--- src/rtl/vga_timing_gen.sv ---
// VGA raster timing generator: pixel-rate strobe, h/v counters, registered sync and
// visible-area decode aligned with the counters, plus a per-frame tick and frame counter.
module vga_timing_gen #(
    parameter int CLK_DIV     = 4,
    parameter int H_TOTAL     = 800,
    parameter int H_SYNC      = 96,
    parameter int H_VIS_START = 144,
    parameter int H_VIS_END   = 784,
    parameter int V_TOTAL     = 525,
    parameter int V_SYNC      = 2,
    parameter int V_VIS_START = 35,
    parameter int V_VIS_END   = 515
) (
    input  logic        clk,
    input  logic        reset,
    output logic        pix_en,
    output logic [9:0]  hCount,
    output logic [9:0]  vCount,
    output logic        hSync,
    output logic        vSync,
    output logic        bright,
    output logic        frame_tick,
    output logic [15:0] frame_count
);

    localparam int DIV_W = (CLK_DIV > 1) ? $clog2(CLK_DIV) : 1;
    localparam logic [DIV_W-1:0] DIV_LAST = DIV_W'(CLK_DIV - 1);
    localparam logic [9:0] H_LAST = 10'(H_TOTAL - 1);
    localparam logic [9:0] V_LAST = 10'(V_TOTAL - 1);

    logic [DIV_W-1:0] div_cnt;
    logic [9:0]       h_next;
    logic [9:0]       v_next;

    // Active-low sync: low while the counter is inside the sync window.
    function automatic logic sync_level(input logic [9:0] cnt, input logic [9:0] width);
        return !(cnt < width);
    endfunction

    function automatic logic in_window(input logic [9:0] cnt, input logic [9:0] lo,
                                       input logic [9:0] hi);
        return (cnt >= lo) && (cnt < hi);
    endfunction

    assign pix_en     = (div_cnt == DIV_LAST);
    assign frame_tick = pix_en && (hCount == H_LAST) && (vCount == V_LAST);

    always_comb begin
        h_next = hCount;
        v_next = vCount;
        if (pix_en) begin
            if (hCount < H_LAST) begin
                h_next = hCount + 10'd1;
            end else begin
                h_next = '0;
                v_next = (vCount < V_LAST) ? vCount + 10'd1 : '0;
            end
        end
    end

    // Decoded outputs are registered from the next-state counters so they line up
    // with hCount/vCount in the same cycle.
    always_ff @(posedge clk) begin
        if (reset) begin
            div_cnt     <= '0;
            hCount      <= '0;
            vCount      <= '0;
            hSync       <= 1'b0;
            vSync       <= 1'b0;
            bright      <= 1'b0;
            frame_count <= '0;
        end else begin
            div_cnt <= pix_en ? '0 : div_cnt + 1'b1;
            hCount  <= h_next;
            vCount  <= v_next;
            hSync   <= sync_level(h_next, 10'(H_SYNC));
            vSync   <= sync_level(v_next, 10'(V_SYNC));
            bright  <= in_window(h_next, 10'(H_VIS_START), 10'(H_VIS_END)) &&
                       in_window(v_next, 10'(V_VIS_START), 10'(V_VIS_END));
            if (frame_tick) begin
                frame_count <= frame_count + 16'd1;
            end
        end
    end

endmodule
--- config.mk ---
export PLATFORM = sky130hd
export DESIGN_NAME = vga_timing_gen
export DESIGN_NICKNAME = d
export VERILOG_FILES = /design/src/rtl/vga_timing_gen.sv
export SDC_FILE = /design/constraint.sdc
export NUM_CORES = 1
export LEC_CHECK = 0
export ABC_AREA = 1
export BUFFER_PORTS_ARGS = -buffer_cell sky130_fd_sc_hd__buf_4
export CORE_AREA = 2 2 73 75
export CTS_CLUSTER_DIAMETER = 60
export CTS_CLUSTER_SIZE = 10
export DETAILED_ROUTE_END_ITERATION = 12
export DIE_AREA = 0 0 75 77
export MAX_ROUTING_LAYER = met4
export PLACE_DENSITY = 0.71
export SLEW_MARGIN = 20
export SYNTH_ARGS = -nofsm -noshare
export SYNTH_HDL_FRONTEND = slang
export SYNTH_SLANG_ARGS = --single-unit
--- constraint.sdc ---
create_clock -name clk -period 2.53 [get_ports clk]
set_clock_uncertainty 0.2 [all_clocks]
set_input_delay 0.759 -clock clk [delete_from_list [all_inputs] [get_ports clk]]
set_output_delay 0.759 -clock clk [all_outputs]
set_load 0.02 [all_outputs]
==> impl_metrics.csv, run 1 <==
group,metric,value,unit
synth,syn-num-nets,365,
clock_tree,cts.sinks,41,
worst_setup_path,cp-start-kind,"flop",
sta,setup-tns-final,0,ns
worst_setup_path,cp-end-kind,"output port",
floorplanning,coreArea,0.00498,mm2
worst_setup_path,slowest_stage,"dfxtp_1",
sta,rsz0062_at_grt,"false",
synth,syn-instance-count,358,
drt,drtAntennaViolNets,0,
clock_tree,cts.clk_slew.worst_paths,0.07,ns
worst_setup_path,crit_fanout,7,
worst_setup_path,crit_arrival,1.49,ns
worst_setup_path,r2r_start,"div_cnt[0]$_SDFF_PP0_",
global_route,antenna_found_initial,0,
sta,relSlewSlack,75.3,%
worst_setup_path,rrSetupSlack,0.37,ns
clock_tree,cts_tree,"yes",
floorplanning,start_util,48.7,%
worst_setup_path,setup.worst_path.class,"flop to output port",
drt,firstDrtPassIters,4,
placed_design,io_buffers,42,
drt,initialDrtViolationCount,167,
pwr,leakage,1.32,nW
sta,worst_slew_pin_slew,0.370,ns
sta,setup_viol,0,
floorplanning,io_pins,43,
placed_design,hpwl,4240,um
floorplanning,die_height,77,um
worst_setup_path,crit_required,1.57,ns
run,maxCapViolations,0,
floorplanning,die_area,0.00578,mm2
cells_and_area,n_antenna_cell,0,
clock_tree,holdBufCountCts,0,
synth,synth_edf_count,0,
placed_design,placed_cells,465,
sta,hold_ws,0.227,ns
clock_tree,h-tree-depth,2,
worst_hold_path,hold_depth,1,
worst_setup_path,cp_cell_sequence,"ha_2 > inv_4 > nor4_4 > nand3_2 > inv_2 > buf_4",
drt,num_vias,2366,
worst_setup_path,crit_path_start,"div_cnt[0]$_SDFF_PP0_",
cells_and_area,final_util,59.6,%
global_route,grt_pass1_wl,9290,um
drt,wl,5610,um
drt,remaining_drc_errors,0,
outcome,status,"complete, no violations",
synth,ys.flop_type,"dfxtp_1",
sta,period_share,97.0,%
cells_and_area,syn_to_final_growth,22.3,%
cells_and_area,layout_common_cells,"91 x nand2_1, 47 x nor2_1, 47 x buf_4, 40 x inv_1, 38 x dfxtp_1",
global_route,grt_pass1_vias,2151,
sta,max_freq,0.408,GHz
clock_tree,cts_buffer_depth,2,
floorplanning,row_count,26,
global_route,grt_max_degree,27,
worst_hold_path,hp-class,"flop to flop",
worst_hold_path,holdPathEnd,"div_cnt[0]$_SDFF_PP0_",
cells_and_area,drive_gt1_share,23.6,%
drt,via_per_inst,4.97,
synth,ys_types,32,
cells_and_area,nFillCells,492,
synth,ys_seq_elements,41,
global_route,grt_usage,21.0,%
cells_and_area,final_common_cell,"nand2_1",
worst_setup_path,r2r_end,"bright$_SDFF_PP0_",
synth,netlist_area,0.00242,mm2
pwr,peakVddDrop,306,uV
sta,finalHoldViolCount,0,
cells_and_area,fin_cells,476,
synth,async_reset_ff_share,0,%
synth,syn_area_per_cell,6.77,um2
worst_setup_path,r2r_cells,14,
synth,yosysWarnings,0,
worst_hold_path,min_from,"div_cnt[0]$_SDFF_PP0_",
cells_and_area,fin_nets,412,
drt,wl_per_cell,11.8,um
clock_tree,cts_buffers,5,
worst_setup_path,critPathMaxStageDelay,0.34,ns
sta,fin_crit,2.45,ns
global_route,grt-ovfl-total,0,
sta,final_max_slew_viol_count,0,
pwr,power.density,419,mW/mm2
clock_tree,clock_latency,0.29,ns
clock_tree,root_buffer,"clkbuf_8",
floorplanning,fp.dieW,75,um
synth,synth.yosys.seq_area_share,33.8,%
placed_design,gp_congestion,0.907,
[worst max path at each step]
stage | end | cells after the start
after global routing | frame_tick | 7
after global placement | frame_tick | 8
after detailed placement | frame_tick | 8
final | frame_tick | 6
after floorplan | frame_tick | 6
after CTS | frame_tick | 6
[flip-flops by register name (all words and copies together) (netlist names)]
| name | count |
|---|---|
| bright | 1 |
| frame_count | 16 |
| hCount | 10 |
| hSync | 1 |
| vSync | 1 |
| div_cnt | 2 |
| vCount | 10 |
[metrics by stage]
step                area [um2]  setup WS [ns]  total power [mW]
CTS                       2930         0.0259              1.26
global placement          2800          0.277             0.710
global route              2970       0.000900              1.29
finish                    2970         0.0767              1.24
floorplan                 2420          0.154             0.700
detailed placement        2800          0.237             0.711
[Yosys cell counts (4+ instances only)]
library cell / count / area share (%)
nand2_1: 91 / 14
nor2_1: 48 / 7.4
inv_1: 42 / 6.5
dfxtp_1: 41 / 34
nand3_1: 25 / 5.2
a21oi_1: 17 / 3.5
nor3_1: 13 / 2.7
nand3_2: 9 / 3.7
nand4_1: 9 / 2.3
o21ai_0: 7 / 1.4
nand2_2: 6 / 1.5
nor2_4: 6 / 2.8
ha_1: 5 / 2.6
xnor2_1: 5 / 1.8
clkbuf_1: 4 / 0.62
o21ai_1: 4 / 0.83
xor2_1: 4 / 1.4
[area by class of cell]
class                           instances  area, um2  area share [%]
Sequential cell                        41        830            28.0
Clock inverter                          1       30.0            1.01
Clock buffer                            7       86.3            2.91
Multi-Input combinational cell        262       1390            46.9
Tap cell                               70       87.6            2.95
Inverter                               48        188            6.33
Timing Repair Buffer                   47        353            11.9
[layer usage]
metal  vias up  global-route usage [%]  routed length [um]
li1       1236                       -                   -
met1      1084                    25.3                2510
met2        44                    34.5                2890
met3         2                    3.55                 173
met4         0                    7.86                  36
met5         -                       -                   0
[logic make-up (layout without fill, tap and decap cells)]
family / count (synthesis) / in the layout / synth area share (%)
AND/OR/NAND/NOR: 217 / 217 / 43.7
adder cells (fa/ha/maj): 5 / 5 / 2.58
buffers and inverters: 55 / 103 / 9.49
AO/OA/AOI/OAI: 31 / 31 / 7.17
flip-flops: 41 / 41 / 33.8
XOR/XNOR: 9 / 9 / 3.25
[report_power, final]
part,internal [mW],switching (mW),total (mW)
Sequential,0.649,0.00356,0.652
Combinational,0.0143,0.0314,0.0457
Clock,0.322,0.222,0.544
Total,0.985,0.257,1.24
[worst max-delay path: cells and delay by family (launching register included)]
kind	cells	cell delay [ns]
fa+ha+maj	1	0.21
buf+inv	3	0.28
flops	1	0.34
simple gates	2	0.39
[repair_timing]
action,4_1_cts,5_1_grt
resized for setup,2,9
endpoints found under the setup margin,1,1
buffers inserted,1,2
pin swaps,1,1
cloned,0,0
Power figures use the tool's default switching activity.
==> run 2, diff against run 1 <==
- REMOVE_ABC_BUFFERS: unset -> 1
==> run 2 against run 1 <==
Compared with the run above:
- maximum frequency is 0.57% higher
- register-to-register slack hardly changed
- wire length is 1.5% lower
- critical path depth stayed put
- clock power is 13% lower
- sequential power hardly changed
- critical path type unchanged
==> impl_metrics.csv, run 2 (synthesis results as in run 1) <==
group,metric,value,unit
sta,finalHoldViolCount,0,
cells_and_area,drive_gt1_share,24.3,%
cells_and_area,regMostFlops,"frame_count",
global_route,grt_pass1_vias,2206,
worst_setup_path,path_delay_family,"flip-flops",
global_route,grt_pass1_wl,9500,um
sta,relSlewSlack,75.8,%
global_route,grt_usage,21.2,%
sta,setup_viol,0,
drt,wl,5520,um
sta,final_max_slew_viol_count,0,
worst_setup_path,r2r_start,"div_cnt[0]$_SDFF_PP0_",
clock_tree,cts.clk_slew.worst_paths,0.08,ns
clock_tree,cts_tree,"yes",
cells_and_area,n_antenna_cell,0,
placed_design,place_area,0.00282,mm2
floorplanning,coreArea,0.00498,mm2
worst_setup_path,critPathMaxStageDelay,0.36,ns
floorplanning,die_area,0.00578,mm2
worst_setup_path,path_buf_inv,3,
cells_and_area,final_util,59.5,%
pwr,power.density,397,mW/mm2
clock_tree,clock_latency,0.29,ns
clock_tree,cts.sinks,41,
floorplanning,fp.dieW,75,um
cells_and_area,layout_common_cells,"91 x nand2_1, 48 x buf_4, 47 x nor2_1, 40 x inv_1, 37 x dfxtp_1",
worst_setup_path,cp-start-kind,"flop",
global_route,grt-ovfl-total,0,
worst_setup_path,setup.worst_path.class,"flop to output port",
worst_setup_path,crit_arrival,1.48,ns
placed_design,io_buffers,42,
cells_and_area,multi_input_area,0.00139,mm2
worst_setup_path,crit_required,1.57,ns
drt,drtAntennaViolNets,0,
worst_setup_path,crit_fanout,2,
sta,period_share,96.4,%
placed_design,post-place-ws,0.248,ns
clock_tree,root_buffer,"clkbuf_8",
drt,num_vias,2383,
pwr,peakVddDrop,213,uV
worst_setup_path,rrSetupSlack,0.36,ns
clock_tree,cts_buffers,5,
worst_hold_path,holdPathEnd,"div_cnt[0]$_SDFF_PP0_",
drt,firstDrtPassIters,4,
drt,initialDrtViolationCount,103,
worst_setup_path,cp_cell_sequence,"ha_2 > inv_4 > nor4_4 > nand3_2 > inv_2 > buf_4",
drt,remaining_drc_errors,0,
worst_hold_path,min_from,"div_cnt[0]$_SDFF_PP0_",
floorplanning,row_count,26,
global_route,antenna_found_initial,0,
worst_setup_path,r2r_cells,14,
worst_hold_path,hp-class,"flop to flop",
sta,fin_crit,2.44,ns
cells_and_area,largest_reg_flops,16,
worst_setup_path,cp-end-kind,"output port",
floorplanning,die_height,77,um
sta,rsz0062_at_grt,"false",
placed_design,hpwl,4220,um
pwr,leakage,1.32,nW
pwr,power.total,1.17,mW
global_route,grt_max_degree,19,
floorplanning,start_util,48.7,%
worst_setup_path,slowest_stage,"dfxtp_1",
clock_tree,h-tree-depth,2,
cells_and_area,final_area,0.00296,mm2
sta,max_freq,0.410,GHz
clock_tree,holdBufCountCts,0,
cells_and_area,nFillCells,470,
sta,setup-tns-final,0,ns
placed_design,gp_congestion,0.896,
outcome,status,"complete, no violations",
cells_and_area,final_common_cell,"nand2_1",
cells_and_area,fin_nets,413,
worst_setup_path,r2r_end,"bright$_SDFF_PP0_",
sta,worst_slew_pin_slew,0.359,ns
floorplanning,io_pins,43,
clock_tree,cts_buffer_depth,2,
worst_hold_path,hold_depth,1,
sta,setup_ws,0.0908,ns
run,maxCapViolations,0,
cells_and_area,reg.largest.list,"frame_count (16), hCount (10), vCount (10)",
cells_and_area,syn_to_final_growth,22.0,%
drt,wl_per_cell,11.6,um
drt,via_per_inst,5.00,
cells_and_area,regArea,831,um2
run 2: changes by cell type in the layout (fill, tap and decap cells not counted), sizes merged:
cell	delta
bufinv	-1
clkinv	+1
buf	+1
run 2: how the worst max path moves through the flow:
stage,to,cells after the start,slack [ns],from
5_1_grt,frame_tick,7,0.007,vCount[1]$_SDFF_PP0_
4_1_cts,frame_tick,6,0.04,div_cnt[0]$_SDFF_PP0_
3_5_place_dp,frame_tick,8,0.25,hCount[0]$_SDFF_PP0_
2_1_floorplan,frame_tick,5,-0.15,div_cnt[0]$_SDFF_PP0_
6_report,frame_tick,6,0.09,div_cnt[0]$_SDFF_PP0_
3_3_place_gp,frame_tick,8,0.30,hCount[0]$_SDFF_PP0_
run 2: through the flow:
stage | std cells | hold slack (ns)
after CTS | 476 | 0.256
after floorplan | 351 | 0.198
after global routing | 477 | 0.265
after global placement | 467 | 0.203
final | 477 | 0.251
after detailed placement | 467 | 0.225
run 2: area by class of cell:
class | count | area share, %
Multi-Input combinational cell | 262 | 47.0
Sequential cell | 41 | 28.1
Timing Repair Buffer | 48 | 12.2
Inverter | 48 | 6.34
Clock buffer | 7 | 3.26
Tap cell | 70 | 2.96
Clock inverter | 1 | 0.169
run 2: routing by layer:
layer  global-route usage, %  vias to the layer above  share of wire (%)
met5                       -                        -                  0
met4                    8.21                        0                1.9
met3                    4.60                        9                4.6
met2                    32.4                       58                 47
met1                    26.9                     1077                 47
li1                        -                     1239                  -
run 2: repair_timing:
action | CTS | global route
setup endpoints to repair | 1 | 1
pin swaps | 1 | 1
resized for setup | 4 | 8
buffers inserted | 1 | 1
run 2: where the power goes:
group	total (mW)	internal, mW	switching (mW)
clock	0.474	0.247	0.227
sequential	0.653	0.649	0.00415
combinational	0.0473	0.0157	0.0316
total	1.17	0.911	0.263
run 2: worst register-to-register path, stage by stage (launching register included):
cell and delay, ns:
dfxtp_1 0.36, ha_2 0.22, buf_4 0.26, nand2_2 0.10, nor2_4 0.14, inv_1 0.06, o21ai_1 0.11, nand2_1 0.10
nand3_1 0.08, nand2_1 0.07, nand3_1 0.07, nand2_1 0.05, nor2_1 0.15, nand2_1 0.07, nor2_1 0.07
==> run 3, diff against run 2 <==
- CELL_PAD_IN_SITES_DETAIL_PLACEMENT: unset -> 1
- CELL_PAD_IN_SITES_GLOBAL_PLACEMENT: unset -> 1
- CORE_AREA: 2 2 73 75 -> 2 2 80 82
- CTS_BUF_LIST: unset -> sky130_fd_sc_hd__clkbuf_8
- DIE_AREA: 0 0 75 77 -> 0 0 82 84
- PLACE_DENSITY: 0.71 -> unset
- PLACE_DENSITY_LB_ADDON: unset -> 0.1
==> run 3 against run 2 <==
Compared with the run above:
- sequential power hardly changed
- wire length grew 20%
- utilization down 9.4 points
- register-to-register slack got worse by 0.02 ns
- power rose by 3.7%
- critical path depth up 1
- maximum frequency rose by 0.37%
- global-route usage decreased by 0.40 points
- via count grew 2.7%
- combinational power is 11% higher
- flip-flop and latch count unchanged
- count of clock-buffer cells in the layout is 2 lower
- critical path type unchanged
==> impl_metrics.csv, run 3 (synthesis results as in run 1) <==
group,metric,value,unit
drt,via_per_inst,5.01,
sta,finalHoldViolCount,0,
worst_setup_path,cp_cell_sequence,"inv_2 > ha_4 > inv_2 > nor4_4 > nand3_2 > inv_2 > buf_6",
drt,drtAntennaViolNets,0,
sta,hold_ws,0.241,ns
sta,rsz0062_at_grt,"false",
worst_hold_path,hp-class,"flop to flop",
cells_and_area,fin_nets,418,
cells_and_area,final_util,50.0,%
worst_setup_path,cp-start-kind,"flop",
cells_and_area,regMostFlops,"frame_count",
pwr,power_frac_seq,53.6,%
sta,final_max_slew_viol_count,0,
drt,initialDrtViolationCount,72,
pwr,p_sw,0.265,mW
placed_design,hpwl,5120,um
global_route,antenna_found_initial,0,
worst_setup_path,cp_common_cell,"inv_2",
clock_tree,root_buffer,"clkbuf_8",
floorplanning,io_pins,43,
sta,setup_viol,0,
pwr,clkPwrFrac,42.1,%
global_route,grt_usage,20.8,%
cells_and_area,layout_common_cells,"91 x nand2_1, 52 x buf_4, 45 x nor2_1, 37 x inv_1, 34 x dfxtp_1",
sta,setup-tns-final,0,ns
worst_setup_path,crit_required,1.57,ns
worst_setup_path,crit_fanout,4,
global_route,grt-ovfl-total,0,
global_route,grt_pass1_wl,11000,um
global_route,grt_pass1_vias,2327,
pwr,p_comb_share,4.3,%
worst_setup_path,setup.worst_path.class,"flop to output port",
pwr,intPower,0.953,mW
clock_tree,cts_buffer_depth,2,
worst_setup_path,path_buf_inv,4,
pwr,leakage,1.35,nW
cells_and_area,nFillCells,826,
worst_setup_path,cp-end-kind,"output port",
clock_tree,cts.sinks,41,
floorplanning,row_count,29,
worst_setup_path,slowest_stage,"dfxtp_4",
floorplanning,coreArea,0.00610,mm2
sta,relSlewSlack,76.5,%
cells_and_area,final_common_cell,"nand2_1",
floorplanning,fp.dieW,82,um
cells_and_area,reg.largest.list,"frame_count (16), hCount (10), vCount (10)",
outcome,status,"complete, no violations",
clock_tree,cts_buffers,5,
worst_setup_path,critPathMaxStageDelay,0.36,ns
clock_tree,cts_tree,"yes",
drt,num_vias,2447,
worst_setup_path,path_delay_family,"simple AND/OR/NAND/NOR gates",
cells_and_area,drive_gt1_share,27.3,%
sta,max_freq,0.411,GHz
drt,remaining_drc_errors,0,
cells_and_area,syn_to_final_growth,25.8,%
placed_design,gp_congestion,0.852,
cells_and_area,n_antenna_cell,0,
floorplanning,start_util,39.8,%
run,maxCapViolations,0,
drt,wl,6630,um
global_route,grt_max_degree,18,
floorplanning,die_area,0.00689,mm2
clock_tree,h-tree-depth,2,
sta,fin_crit,2.43,ns
drt,wl_per_cell,13.6,um
clock_tree,clock_latency,0.29,ns
pwr,power.density,399,mW/mm2
pwr,peakVddDrop,226,uV
clock_tree,cts.clk_slew.worst_paths,0.08,ns
floorplanning,die_height,84,um
drt,firstDrtPassIters,4,
sta,worst_slew_pin_slew,0.352,ns
worst_setup_path,crit_arrival,1.47,ns
placed_design,io_buffers,42,
clock_tree,holdBufCountCts,0,
pwr,swShare,21.8,%
cells_and_area,largest_reg_flops,16,
sta,period_share,96.1,%
run 3: changes by cell type in the layout (fill, tap and decap cells not counted), moves of 2 or more:
cell      change
dfxtp_1       -3
nor2_2        +2
dfxtp_4       +2
inv_2         +2
inv_1         -3
clkbuf_8      -2
ha_4          +2
nor2_1        -2
buf_4         +4
run 3: layer usage:
metal	global-route usage [%]	routed length [um]	share of wire (%)
met1	29.1	3220	49
met2	31.3	3130	47
met3	3.79	213	3.2
met4	4.24	70	1.1
met5	-	0	0
run 3: area by class of cell:
| cell class | count | area, um2 | area share, % |
|---|---|---|---|
| Timing Repair Buffer | 53 | 402 | 13.2 |
| Multi-Input combinational cell | 262 | 1420 | 46.5 |
| Clock buffer | 5 | 68.8 | 2.26 |
| Inverter | 48 | 190 | 6.23 |
| Clock inverter | 2 | 35.0 | 1.15 |
| Tap cell | 77 | 96.3 | 3.16 |
| Sequential cell | 41 | 840 | 27.5 |
run 3: worst paths after layout:
| path | from | end | slack, ns | cells after the start |
|---|---|---|---|---|
| setup / recovery | vCount[1]$_SDFF_PP0_ | frame_tick | 0.1 | 7 |
| hold / removal | div_cnt[0]$_SDFF_PP0_ | div_cnt[0]$_SDFF_PP0_ | 0.24 | 1 |
| setup reg to reg | hCount[0]$_SDFF_PP0_ | bright$_SDFF_PP0_ | 0.34 | 15 |
| hold reg to reg | div_cnt[0]$_SDFF_PP0_ | div_cnt[0]$_SDFF_PP0_ | 0.24 | 1 |
run 3: per-stage QoR:
stage | cells | instance area [um2] | setup WS [ns] | power, mW
2_1_floorplan | 351 | 2380 | -0.152 | 0.691
3_3_place_gp | 474 | 2820 | 0.285 | 0.715
3_5_place_dp | 474 | 2820 | 0.240 | 0.717
4_1_cts | 482 | 2950 | 0.0176 | 1.24
5_1_grt | 488 | 3050 | 0.00120 | 1.27
6_report | 488 | 3050 | 0.0997 | 1.22
run 3: what timing repair did:
| item | CTS | global route |
|---|---|---|
| pin swaps | 1 | 4 |
| resized for setup | 4 | 23 |
| setup buffers | 1 | 6 |
| setup endpoints to repair | 1 | 1 |
run 3: power groups by stage:
stage          Combinational, mW  Clock [mW]  Sequential (mW)
6_report                  0.0523       0.513            0.653
5_1_grt                   0.0587       0.561            0.653
4_1_cts                   0.0509       0.536            0.656
3_5_place_dp              0.0484           0            0.669
3_3_place_gp              0.0470           0            0.668
2_1_floorplan             0.0220           0            0.669
